===== src/rtl/symser_pkg.sv =====
// Shared types and sizing helpers for the symbol serializer and related Zigbee TX stages.
package symser_pkg;

  localparam int DATA_W_DEF = 8;
  localparam int SYM_W_DEF  = 4;

  typedef enum logic [1:0] {
    IDLE    = 2'd0,
    SHIFT   = 2'd1,
    LASTSYM = 2'd2
  } serState_e;

  function automatic int symCount(input int dataW, input int symW);
    return dataW / symW;
  endfunction

endpackage


===== src/rtl/symbol_pick.sv =====
// Combinational selection of one SYM_W-wide symbol out of a byte, indexed in emission order.
module symbol_pick #(
  parameter int DATA_W    = 8,
  parameter int SYM_W     = 4,
  parameter bit LSB_FIRST = 1'b1,
  parameter int SEL_W     = 1
) (
  input  logic [DATA_W-1:0] sr,
  input  logic [SEL_W-1:0]  cnt,
  output logic [SYM_W-1:0]  sym
);

  localparam int N = DATA_W / SYM_W;

  logic [SYM_W-1:0] syms [N];

  for (genvar gi = 0; gi < N; gi++) begin : gSym
    if (LSB_FIRST) begin : gLsb
      assign syms[gi] = sr[gi*SYM_W +: SYM_W];
    end else begin : gMsb
      assign syms[gi] = sr[(N-1-gi)*SYM_W +: SYM_W];
    end
  end

  // Explicit compare loop keeps the index legal even when N is 1 or not a power of two.
  always_comb begin
    sym = '0;
    for (int i = 0; i < N; i++) begin
      if (int'(cnt) == i) sym = syms[i];
    end
  end

endmodule


===== src/rtl/symbol_serializer.sv =====
// Byte-to-symbol serializer with a one-byte hold register for bubble-free streaming.
// Optional statistics counters are enabled with SYMBOL_SERIALIZER_STATS_EN.
module symbol_serializer
  import symser_pkg::*;
#(
  parameter int DATA_W    = DATA_W_DEF,
  parameter int SYM_W     = SYM_W_DEF,
  parameter bit LSB_FIRST = 1'b1,
  localparam int N        = symCount(DATA_W, SYM_W),
  localparam int SEL_W    = (N > 1) ? $clog2(N) : 1
) (
  input  logic              clk,
  input  logic              rst_n,
  input  logic              syncClear,
  input  logic [DATA_W-1:0] inData,
  input  logic              inLast,
  input  logic              inValid,
  output logic              inReady,
  output logic [SYM_W-1:0]  outData,
  output logic [SEL_W-1:0]  outSel,
  output logic              outLast,
  output logic              outValid,
  input  logic              outReady
`ifdef SYMBOL_SERIALIZER_STATS_EN
  ,
  output logic [15:0]       byteCount,
  output logic [15:0]       frameCount
`endif
);

  if (DATA_W % SYM_W != 0) begin : gBadParams
    $error("symbol_serializer: DATA_W (%0d) must be a multiple of SYM_W (%0d)", DATA_W, SYM_W);
  end

  localparam logic [SEL_W-1:0] LAST_IDX   = SEL_W'(N - 1);
  localparam serState_e        LOAD_STATE = (N == 1) ? LASTSYM : SHIFT;

  serState_e         stateReg, stateNext;
  logic [SEL_W-1:0]  cntReg, cntNext;
  logic [DATA_W-1:0] srReg, srNext, hrReg, hrNext;
  logic              srLastReg, srLastNext, hrLastReg, hrLastNext;
  logic              hrValidReg, hrValidNext;
  logic              inReadyReg;
  logic              inXfer, outXfer;

  assign inXfer  = inValid & inReadyReg;
  assign outXfer = outValid & outReady;

  always_ff @(posedge clk or negedge rst_n) begin
    if (!rst_n) begin
      stateReg   <= IDLE;
      cntReg     <= '0;
      srReg      <= '0;
      srLastReg  <= 1'b0;
      hrReg      <= '0;
      hrLastReg  <= 1'b0;
      hrValidReg <= 1'b0;
      inReadyReg <= 1'b0;
    end else begin
      stateReg   <= stateNext;
      cntReg     <= cntNext;
      srReg      <= srNext;
      srLastReg  <= srLastNext;
      hrReg      <= hrNext;
      hrLastReg  <= hrLastNext;
      hrValidReg <= hrValidNext;
      inReadyReg <= !hrValidNext;
    end
  end

  // inReady only rises while HR is empty, so an input transfer never coincides with an HR drain.
  always_comb begin
    stateNext   = stateReg;
    cntNext     = cntReg;
    srNext      = srReg;
    srLastNext  = srLastReg;
    hrNext      = hrReg;
    hrLastNext  = hrLastReg;
    hrValidNext = hrValidReg;
    if (syncClear) begin
      stateNext   = IDLE;
      cntNext     = '0;
      srNext      = '0;
      srLastNext  = 1'b0;
      hrValidNext = 1'b0;
      hrLastNext  = 1'b0;
    end else begin
      unique case (stateReg)
        IDLE: begin
          if (inXfer) begin
            srNext     = inData;
            srLastNext = inLast;
            cntNext    = '0;
            stateNext  = LOAD_STATE;
          end
        end
        SHIFT: begin
          if (outXfer) begin
            cntNext = cntReg + 1'b1;
            if (cntNext == LAST_IDX) stateNext = LASTSYM;
          end
          if (inXfer) begin
            hrNext      = inData;
            hrLastNext  = inLast;
            hrValidNext = 1'b1;
          end
        end
        LASTSYM: begin
          if (outXfer) begin
            cntNext = '0;
            if (hrValidReg) begin
              srNext      = hrReg;
              srLastNext  = hrLastReg;
              hrValidNext = 1'b0;
              stateNext   = LOAD_STATE;
            end else if (inXfer) begin
              srNext     = inData;
              srLastNext = inLast;
              stateNext  = LOAD_STATE;
            end else begin
              stateNext = IDLE;
            end
          end else if (inXfer) begin
            hrNext      = inData;
            hrLastNext  = inLast;
            hrValidNext = 1'b1;
          end
        end
        default: stateNext = IDLE;
      endcase
    end
  end

  symbol_pick #(
    .DATA_W   (DATA_W),
    .SYM_W    (SYM_W),
    .LSB_FIRST(LSB_FIRST),
    .SEL_W    (SEL_W)
  ) uPick (
    .sr (srReg),
    .cnt(cntReg),
    .sym(outData)
  );

  assign inReady  = inReadyReg;
  assign outValid = (stateReg != IDLE);
  assign outSel   = cntReg;
  assign outLast  = srLastReg & (cntReg == LAST_IDX);

`ifdef SYMBOL_SERIALIZER_STATS_EN
  logic [15:0] byteCountReg, frameCountReg;

  always_ff @(posedge clk or negedge rst_n) begin
    if (!rst_n) begin
      byteCountReg  <= '0;
      frameCountReg <= '0;
    end else if (syncClear) begin
      byteCountReg  <= '0;
      frameCountReg <= '0;
    end else begin
      if (outXfer && stateReg == LASTSYM && byteCountReg != 16'hFFFF)
        byteCountReg <= byteCountReg + 16'd1;
      if (outXfer && outLast && frameCountReg != 16'hFFFF)
        frameCountReg <= frameCountReg + 16'd1;
    end
  end

  assign byteCount  = byteCountReg;
  assign frameCount = frameCountReg;
`endif

endmodule


===== config.mk =====
export PLATFORM = sky130hd
export DESIGN_NAME = symbol_serializer
export DESIGN_NICKNAME = d
export VERILOG_FILES = /design/src/rtl/symser_pkg.sv /design/src/rtl/symbol_pick.sv /design/src/rtl/symbol_serializer.sv
export SDC_FILE = /design/constraint.sdc
export NUM_CORES = 1
export LEC_CHECK = 0
export ABC_AREA = 0
export CORE_ASPECT_RATIO = 0.7
export CORE_UTILIZATION = 45
export CTS_BUF_LIST = sky130_fd_sc_hd__clkbuf_4 sky130_fd_sc_hd__clkbuf_8 sky130_fd_sc_hd__clkbuf_16
export DETAILED_ROUTE_END_ITERATION = 12
export GPL_ROUTABILITY_DRIVEN = 0
export HOLD_SLACK_MARGIN = 0.12
export PLACE_DENSITY = 0.7
export SYNTH_ARGS = -nofsm -noshare
export SYNTH_HDL_FRONTEND = slang
export SYNTH_SLANG_ARGS = --single-unit

===== constraint.sdc =====
create_clock -name clk -period 1.9 [get_ports clk]
set_clock_uncertainty 0.1 [all_clocks]
set_input_delay 0.38 -clock clk [delete_from_list [all_inputs] [get_ports clk]]
set_output_delay 0.38 -clock clk [all_outputs]
set_load 0.02 [all_outputs]

* Word level (Yosys, flattened, before mapping) *
Cells that the tools add are included.
W data, S select, Z words.

storage, ports and cells
  flip-flop bits (word level) = 23
  input bits = 14
  output and inout port bits = 8
  word-level logic and storage cells = 68

cells by class
  add/sub/neg operators = 1
  equality and inequality tests = 8
  multiplexer cells = 35
  bitwise logic cells = 4
  reduce and logical (&&, ||, !) cells = 12

operators with widths
  kind                   count
  $mux W8                6
  $pmux W8 S2            2
  $mux W1                16
  $ne A3 B3 Y1 const B   5
  $mux W2                5
  $reduce_and A4 Y1      2
  $pmux W1 S2            3
  $pmux W2 S3            1
  $reduce_bool A3 Y1     2
  $mux W4                1
  $reduce_and A2 Y1      2
  $reduce_bool A2 Y1     2
  $reduce_bool A4 Y1     1
  $and A1 B1 Y1          3
  $pmux W1 S3            1
  $reduce_and A3 Y1      1
  $eq A2 B1 Y1 const B   1
  $eq A2 B2 Y1 const B   1
  $logic_not A2 Y1       1
  $ne A2 B2 Y1 const B   1
  $add A1 B1 Y1 const B  1
  $logic_not A1 Y1       1
  $not A1 Y1             1

* Longest topological paths before layout *
Gate-level depths: netlist of the first run.

  word-level depth = 6
  depth in mapped cells = 7
  depth with buffers taken out = 6

* Modules after synthesis *
From an unflattened synthesis of the first run, not the netlist that was laid out.

unflattened totals
  cell total of the unflattened synthesis = 123
  area total of the unflattened synthesis = 1272.5 um2

by module, submodules not included
  module             times used  cells each  area an instance (um2)  sequential area each (um2)
  symbol_serializer  1           119         1227.4                  575.6
  symbol_pick        1           4           45.0                    0.0

* Least setup slack after synthesis of the first run *
OpenSTA, ideal clock, no wires.

  path type = flip-flop to flip-flop
  start = reg stateReg[0]
  end = reg cntReg (netlist: outSel)
  library setup time = 0.125 ns
  arrival = 1.692 ns
  data required time = 1.675 ns
  path slack = -0.017 ns
  cell stages (with the launch flop) = 7
  path buffers = 0
  period minus slack after synthesis = 1.917 ns
  cell sequence = dfrtp_1 inv_1 ha_1 inv_1 a211oi_2 a311oi_1 mux2_2

between the ends
  word-level cells in the longest chain between the ends = 4
  elaborated cells on any way between the ends = 12
  those cells by class = eq/ne (5); mux (2); bitwise (1); reduce/logical (4)

ends and longest elaborated chain
  element                        line                      source
  from (decl)                    symbol_serializer.sv:38   serState_e stateReg, stateNext;
  from (signal assigned)         symbol_serializer.sv:60   stateReg <= stateNext;
  $reduce_bool A2 Y1 *           symbol_serializer.sv:146  assign outValid = (stateReg != IDLE);
  named net outValid             symbol_serializer.sv:22   output logic outValid,
  $and A1 B1 Y1 *                symbol_serializer.sv:47   assign outXfer = outValid & outReady;
  $ne A3 B3 Y1 (no line)         -
  $reduce_and A4 Y1 (no line) *  -
  to (signal assigned)           symbol_serializer.sv:61   cntReg <= cntNext;
  to (decl)                      symbol_serializer.sv:39   logic [SEL_W-1:0] cntReg, cntNext;

Mark *: on every way through the listed nets, which the timed path passes. The rest lies on a longest branch.
A chain may end at the register's enable or synchronous reset.

* Worst setup path in the final report of the first run *
  start = reg cntReg (netlist: outSel)
  end = out outData[0]

between the ends
  word-level cells in the longest chain between the ends = 1

ends and longest elaborated chain
  element    line                     source
  $mux W4    symbol_pick.sv:29        if (int'(cnt) == i) sym = syms[i];
  to (decl)  symbol_serializer.sv:19  output logic [SYM_W-1:0] outData,

No other way between the ends.

==> summary.txt, run 1 <==
Run
  • Max_cap viols: 0

GRT
  • Initial antenna violation count: 0
  • Overflow after GRT: 0
  • Gr usage total: 22.3%
  • Pin count of the biggest net entering global routing: 24
  • First-pass GRT wire length: 4900 µm
  • Vias in the first global route: 1,005

Setup path
  • Critical Path Fanout Max: 5
  • Critical Path RT: 1420 ps
  • CP Launch Type: flop
  • R2r endpoint: inReady
  • Worst-path cell chain: mux2_2 > dlygate4sd2_1
  • Critical path class: reg2out
  • CP max stage delay: 430 ps
  • CP endpoint kind: output port
  • Reg2Reg Setup Slack: 90 ps
  • Crit path DAT: 1340 ps
  • FF-to-FF Start: stateReg[1]
  • CP max stage cell: dfrtp_2
  • Path depth of the worst reg2reg path: 7

STA
  • Setup WS post-layout: 75.6 ps
  • Relative slew slack: 79.2%
  • Worst slew pin tran: 312 ps
  • Final hold vios: 0
  • Max Transition Viols Final: 0
  • Period utilization: 96.0%
  • Fmax: 548 MHz
  • Tmin final: 1820 ps
  • # setup viols final: 0
  • RSZ-0062 raised after global routing: no

Placed design
  • Post-DP HPWL: 2320 µm
  • Pre-CTS setup slack: -131 ps
  • Port Buffer Count: 21

Routing
  • Initial DRC Count: 57
  • Vias: 1,074
  • Drt wl/cell: 14.9 µm
  • Antenna-violating nets left: 0
  • DRC: 0
  • WL final: 2900 µm
  • Vias/cell: 5.51
  • TritonRoute pass-1 iters: 4

Yosys
  • Post-Synthesis Cells: 124
  • Unique masters post-synth: 26
  • FF+latch count, synth: 23
  • Cell taking the most area after synthesis: dfrtp_1
  • Synth Warn #: 0
  • Syn_area_per_cell: 10.2 µm²
  • Register area share after synthesis: 45.4%
  • Area share of the leading cell type in the synthesized netlist: 45.4%
  • Main area contributors after synthesis: dfrtp_1 45%, mux2_2 12%, a22o_1 6.2%
  • Area of the mapped netlist: 1270 µm²
  • Post-Syn Nets: 142

Floorplanning
  • # rows: 15
  • Initial Util: 49.3%
  • Full die area: 3040 µm²
  • Die Wd: 65.5 µm
  • Boundary pin count: 22
  • Die H: 46.4 µm
  • Core box area: 2570 µm²

Power and ir drop
  • Peak supply drop: 0.637 mV
  • P_leak: 0.791 nW
  • Final total power: 2.27 mW
  • PwrDens: 1350 nW/µm²

Layout
  • Area Growth Syn to Fin: 32.5%
  • Fillers: 187
  • Reg area: 577 µm²
  • Multi-input gate area: 653 µm²
  • Nets: 180
  • # diodes: 0
  • Share of cells above drive strength 1: 29.2%

Clocking
  • H-tree depth: 1
  • Clock Path Buffers: 2
  • Root Driver: clkbuf_8
  • Total CTS buffers: 3
  • Sink Count: 23
  • Clk_lat worst skew: 260 ps
  • Postcts setup bufs: 0
  • Clock tree from TritonCTS: built
  • CTS clk-pin slew, worst paths: 80 ps

Status
  • Status: complete, no violations

Min path
  • Worst Hold Class: in2async
[state kept, by name, indices dropped and copies added, names as in the netlist]
signal and count:
hrLastReg 1, hrReg 8, hrValidReg 1, inReady 1
outSel 1, srLastReg 1, srReg 8, stateReg 2
[through the flow]
step | instances | setup TNS (ps) | hold WS [ps] | utilization (%) | instance area (µm²)
after floorplan | 124 | 0 | -15.6 | - | 1270
after global placement | 191 | -856 | 390 | 63.2 | 1620
after detailed placement | 191 | -1070 | 396 | 63.2 | 1620
after CTS | 195 | 0 | 382 | 64.9 | 1670
after global routing | 195 | 0 | 397 | 65.4 | 1680
final | 195 | 0 | 370 | 65.4 | 1680
[how the worst max path moves through the flow]
| stage | from | endpoint | cells past startpoint |
|---|---|---|---|
| after floorplan | stateReg[0] | outSel | 6 |
| after CTS | stateReg[0] | outValid | 4 |
| final | outSel | outData[0] | 2 |
| after global placement | inValid | hrReg[6] | 5 |
| after global routing | stateReg[1] | stateReg[0] | 7 |
| after detailed placement | inValid | hrReg[2] | 5 |
[power by group]
part | internal [mW] | total, mW | switching (mW)
Clock | 0.164 | 0.306 | 0.142
Combinational | 0.586 | 1.14 | 0.555
Sequential | 0.678 | 0.822 | 0.145
[cell usage in the layout, fill, tap and decap left out, types with 3 or more instances in the layout]
cell type / synthesis / routed
dfrtp_1: 23 / 22
nand2_1: 21 / 21
clkdlybuf4s50_1: 0 / 14
dlygate4sd2_1: 0 / 6
a31oi_1: 9 / 9
buf_4: 1 / 17
a22o_1: 9 / 9
mux2_2: 13 / 13
clkbuf_8: 0 / 3
nor2_1: 14 / 13
[cells by family (layout without fill, tap and decap cells)]
logic type / after synthesis / after routing / share of synthesized area (%)
DFF: 23 / 23 / 45.4
adders and majority gates: 4 / 4 / 3.94
and+or+nand+nor: 46 / 46 / 16.7
muxes: 15 / 15 / 13.1
buffers and inverters: 10 / 47 / 4.73
AOI/OAI and AO/OA: 26 / 26 / 16.2
[critical path, delay by kind of cell (launching register included)]
family	cells	cell delay [ps]
flops	1	430
mux	1	350
buf+inv	1	320
[what timing repair did]
| action | CTS | global route |
|---|---|---|
| setup endpoints to repair | 8 | 22 |
| hold buffers | 0 | 0 |
| pin swaps | 0 | 1 |
| cloned | 0 | 0 |
| resized for setup | 9 | 8 |
[cell usage after synthesis, drive strengths merged]
library cell and count:
dfrtp 23, nand2 21, nor2 14, mux2 13, a22o 9, a31oi 9, buf 6, ha 4
inv 4, nor3 4, a311oi 2, and2 2, mux2i 2, nand3b 2, a211oi 1, a21boi 1
a21oi 1, a2bb2oi 1, and4 1, nor3b 1, o21a 1, o31ai 1, or3 1
[cell type report]
type / count / share of cell area [%]
tap: 34 / 2.53
sequential: 23 / 34.3
inverter: 4 / 0.893
clock buffer: 4 / 2.90
multi-input combinational: 91 / 38.8
timing repair buffer: 39 / 20.5
[routing by layer]
layer	global-route usage, %	share of wire (%)
met3	5.45	5.9
met2	32.4	42
met1	33.3	51
met5	0	0
met4	5.22	1.2
Power figures use the tool's default switching activity.
==> inputs of run 2 (changes only) <==
- CELL_PAD_IN_SITES_DETAIL_PLACEMENT: default -> 1
- CELL_PAD_IN_SITES_GLOBAL_PLACEMENT: default -> 2
- CORE_MARGIN: default -> 2
- CORE_UTILIZATION: 45 -> 32
- PLACE_DENSITY: 0.7 -> default
- PLACE_DENSITY_LB_ADDON: default -> 0.1
==> run 2 against run 1 <==
Net effect: sequential power decreased by 1%; critical path depth unchanged; design area increased by 3.2%.
==> summary.txt, run 2 (synthesized netlist as in run 1, its figures left out) <==
Clocking
  • CTS clk-pin slew, worst paths: 90 ps (was 80 ps)
  • Clock tree from TritonCTS: built (unchanged)
  • Clock Path Buffers: 2 (unchanged)
  • H-tree depth: 1 (unchanged)
  • Total CTS buffers: 3 (unchanged)
  • Clk_lat worst skew: 270 ps (was 260 ps)
  • Root Driver: clkbuf_8 (unchanged)
  • Sink Count: 23 (unchanged)

Setup path
  • CP Launch Type: flop (unchanged)
  • CP max stage delay: 440 ps (was 430 ps)
  • CP max stage cell: dfrtp_2 (unchanged)
  • Reg2Reg Setup Slack: 70 ps (was 90 ps)
  • Path depth of the worst reg2reg path: 6 (was 7)
  • Worst path buffer plus inverter count: 1 (unchanged)
  • Critical path class: reg2out (unchanged)
  • Worst-path cell chain: mux2_2 > dlygate4sd2_1 (unchanged)
  • Crit path max-delay family: flip-flops (unchanged)
  • Critical Path RT: 1420 ps (about the same)
  • Critical Path Fanout Max: 5 (unchanged)
  • CP endpoint kind: output port (unchanged)
  • Crit path DAT: 1380 ps (was 1340 ps)
  • Crit path depth: 2 (unchanged)

Layout
  • Top Registers: hrReg x8, srReg x8, stateReg x2 (unchanged)
  • Share of cells above drive strength 1: 30.2% (was 29.2%)
  • Post-Layout Inst Area: 1740 µm² (was 1680 µm²)
  • Commonest non-fill, non-tap cell in the layout: dfrtp_1 (unchanged)
  • Area Growth Syn to Fin: 36.8% (was 32.5%)
  • Final Core Density: 45.1% (was 65.4%)
  • Commonest cells after routing, fill and taps aside: 22 x dfrtp_1, 21 x nand2_1, 17 x buf_4 (unchanged)
  • Nets: 181 (was 180)
  • # diodes: 0 (unchanged)

STA
  • Worst slew pin tran: 615 ps (was 312 ps)
  • # setup viols final: 0 (unchanged)
  • Fmax: 539 MHz (was 548 MHz)
  • Period utilization: 97.6% (was 96.0%)
  • Max Transition Viols Final: 0 (unchanged)
  • Tmin final: 1860 ps (was 1820 ps)
  • Final hold vios: 0 (unchanged)
  • Relative slew slack: 58.8% (was 79.2%)

Floorplanning
  • Initial Util: 32.9% (was 49.3%)
  • Boundary pin count: 22 (unchanged)
  • # rows: 19 (was 15)
  • Full die area: 4490 µm² (was 3040 µm²)
  • Die Wd: 79.3 µm (was 65.5 µm)
  • Die H: 56.7 µm (was 46.4 µm)
  • Core box area: 3850 µm² (was 2570 µm²)

Power and ir drop
  • Peak supply drop: 0.584 mV (was 0.637 mV)
  • PwrDens: 1350 nW/µm² (about the same)
  • P_leak: 0.796 nW (was 0.791 nW)

Routing
  • WL final: 3420 µm (was 2900 µm)
  • Antenna-violating nets left: 0 (unchanged)
  • Vias/cell: 4.98 (was 5.51)
  • DRC: 0 (unchanged)
  • Drt wl/cell: 16.0 µm (was 14.9 µm)
  • Vias: 1,065 (was 1,074)
  • TritonRoute pass-1 iters: 4 (unchanged)
  • Initial DRC Count: 46 (was 57)

GRT
  • First-pass GRT wire length: 5730 µm (was 4900 µm)
  • Overflow after GRT: 0 (unchanged)
  • Pin count of the biggest net entering global routing: 24 (unchanged)
  • Initial antenna violation count: 0 (unchanged)
  • Vias in the first global route: 1,115 (was 1,005)
  • Gr usage total: 16.6% (was 22.3%)

Placed design
  • Port Buffer Count: 21 (unchanged)
  • Post-DP Area: 1660 µm² (was 1620 µm²)
  • Post-DP HPWL: 2610 µm (was 2320 µm)

Min path
  • Worst Hold Class: in2async (unchanged)

Run
  • Max_cap viols: 0 (unchanged)

Status
  • Status: complete, no violations (unchanged)
-- run 2: layer usage --
layer,part of all wire [%],track usage (%),vias up
li1,-,-,526
met1,53,24.1,518
met2,43,25.3,19
met3,3.4,3.86,2
met4,0.47,2.96,0
met5,0,0,-
-- run 2: layout make-up --
cell class / count / area [µm²]
timing repair buffer: 40 / 363
fill: 451 / 2120
multi-input combinational: 91 / 667
clock inverter: 1 / 5.00
tap: 52 / 65.1
sequential: 23 / 577
inverter: 4 / 17.5
clock buffer: 3 / 41.3
-- run 2: path summary, 6_finish.rpt --
path,from,to
min in group clk,hrReg[7],hrReg[7]
setup reg to reg,stateReg[1],hrReg[2]
hold / removal,rst_n,hrReg[7]
setup / recovery,outSel,outData[2]
max in group asynchronous,rst_n,outSel
hold reg to reg,hrReg[7],hrReg[7]
-- run 2: timing repair --
action,4_1_cts,5_1_grt
resized for setup,10,12
hold endpoints to repair,0,0
pin swaps,0,2
hold buffers,0,0
buffers inserted,0,1
setup endpoints to repair,8,25
-- run 2: report_power, final --
group / switching (mW) / internal (mW)
Clock: 0.162 / 0.146
Combinational: 0.595 / 0.635
Sequential: 0.136 / 0.677
-- run 2: per-stage QoR --
step	hold WS (ps)	setup TNS, ps	setup WS [ps]	instances	total power [mW]
2_1_floorplan	-15.6	0	99.4	124	1.50
5_1_grt	377	-6.05	-6.05	214	2.53
6_report	358	0	44.7	214	2.35
4_1_cts	366	0	0.633	213	2.31
3_5_place_dp	398	-3060	-184	209	2.01
3_3_place_gp	391	-2270	-162	209	1.97
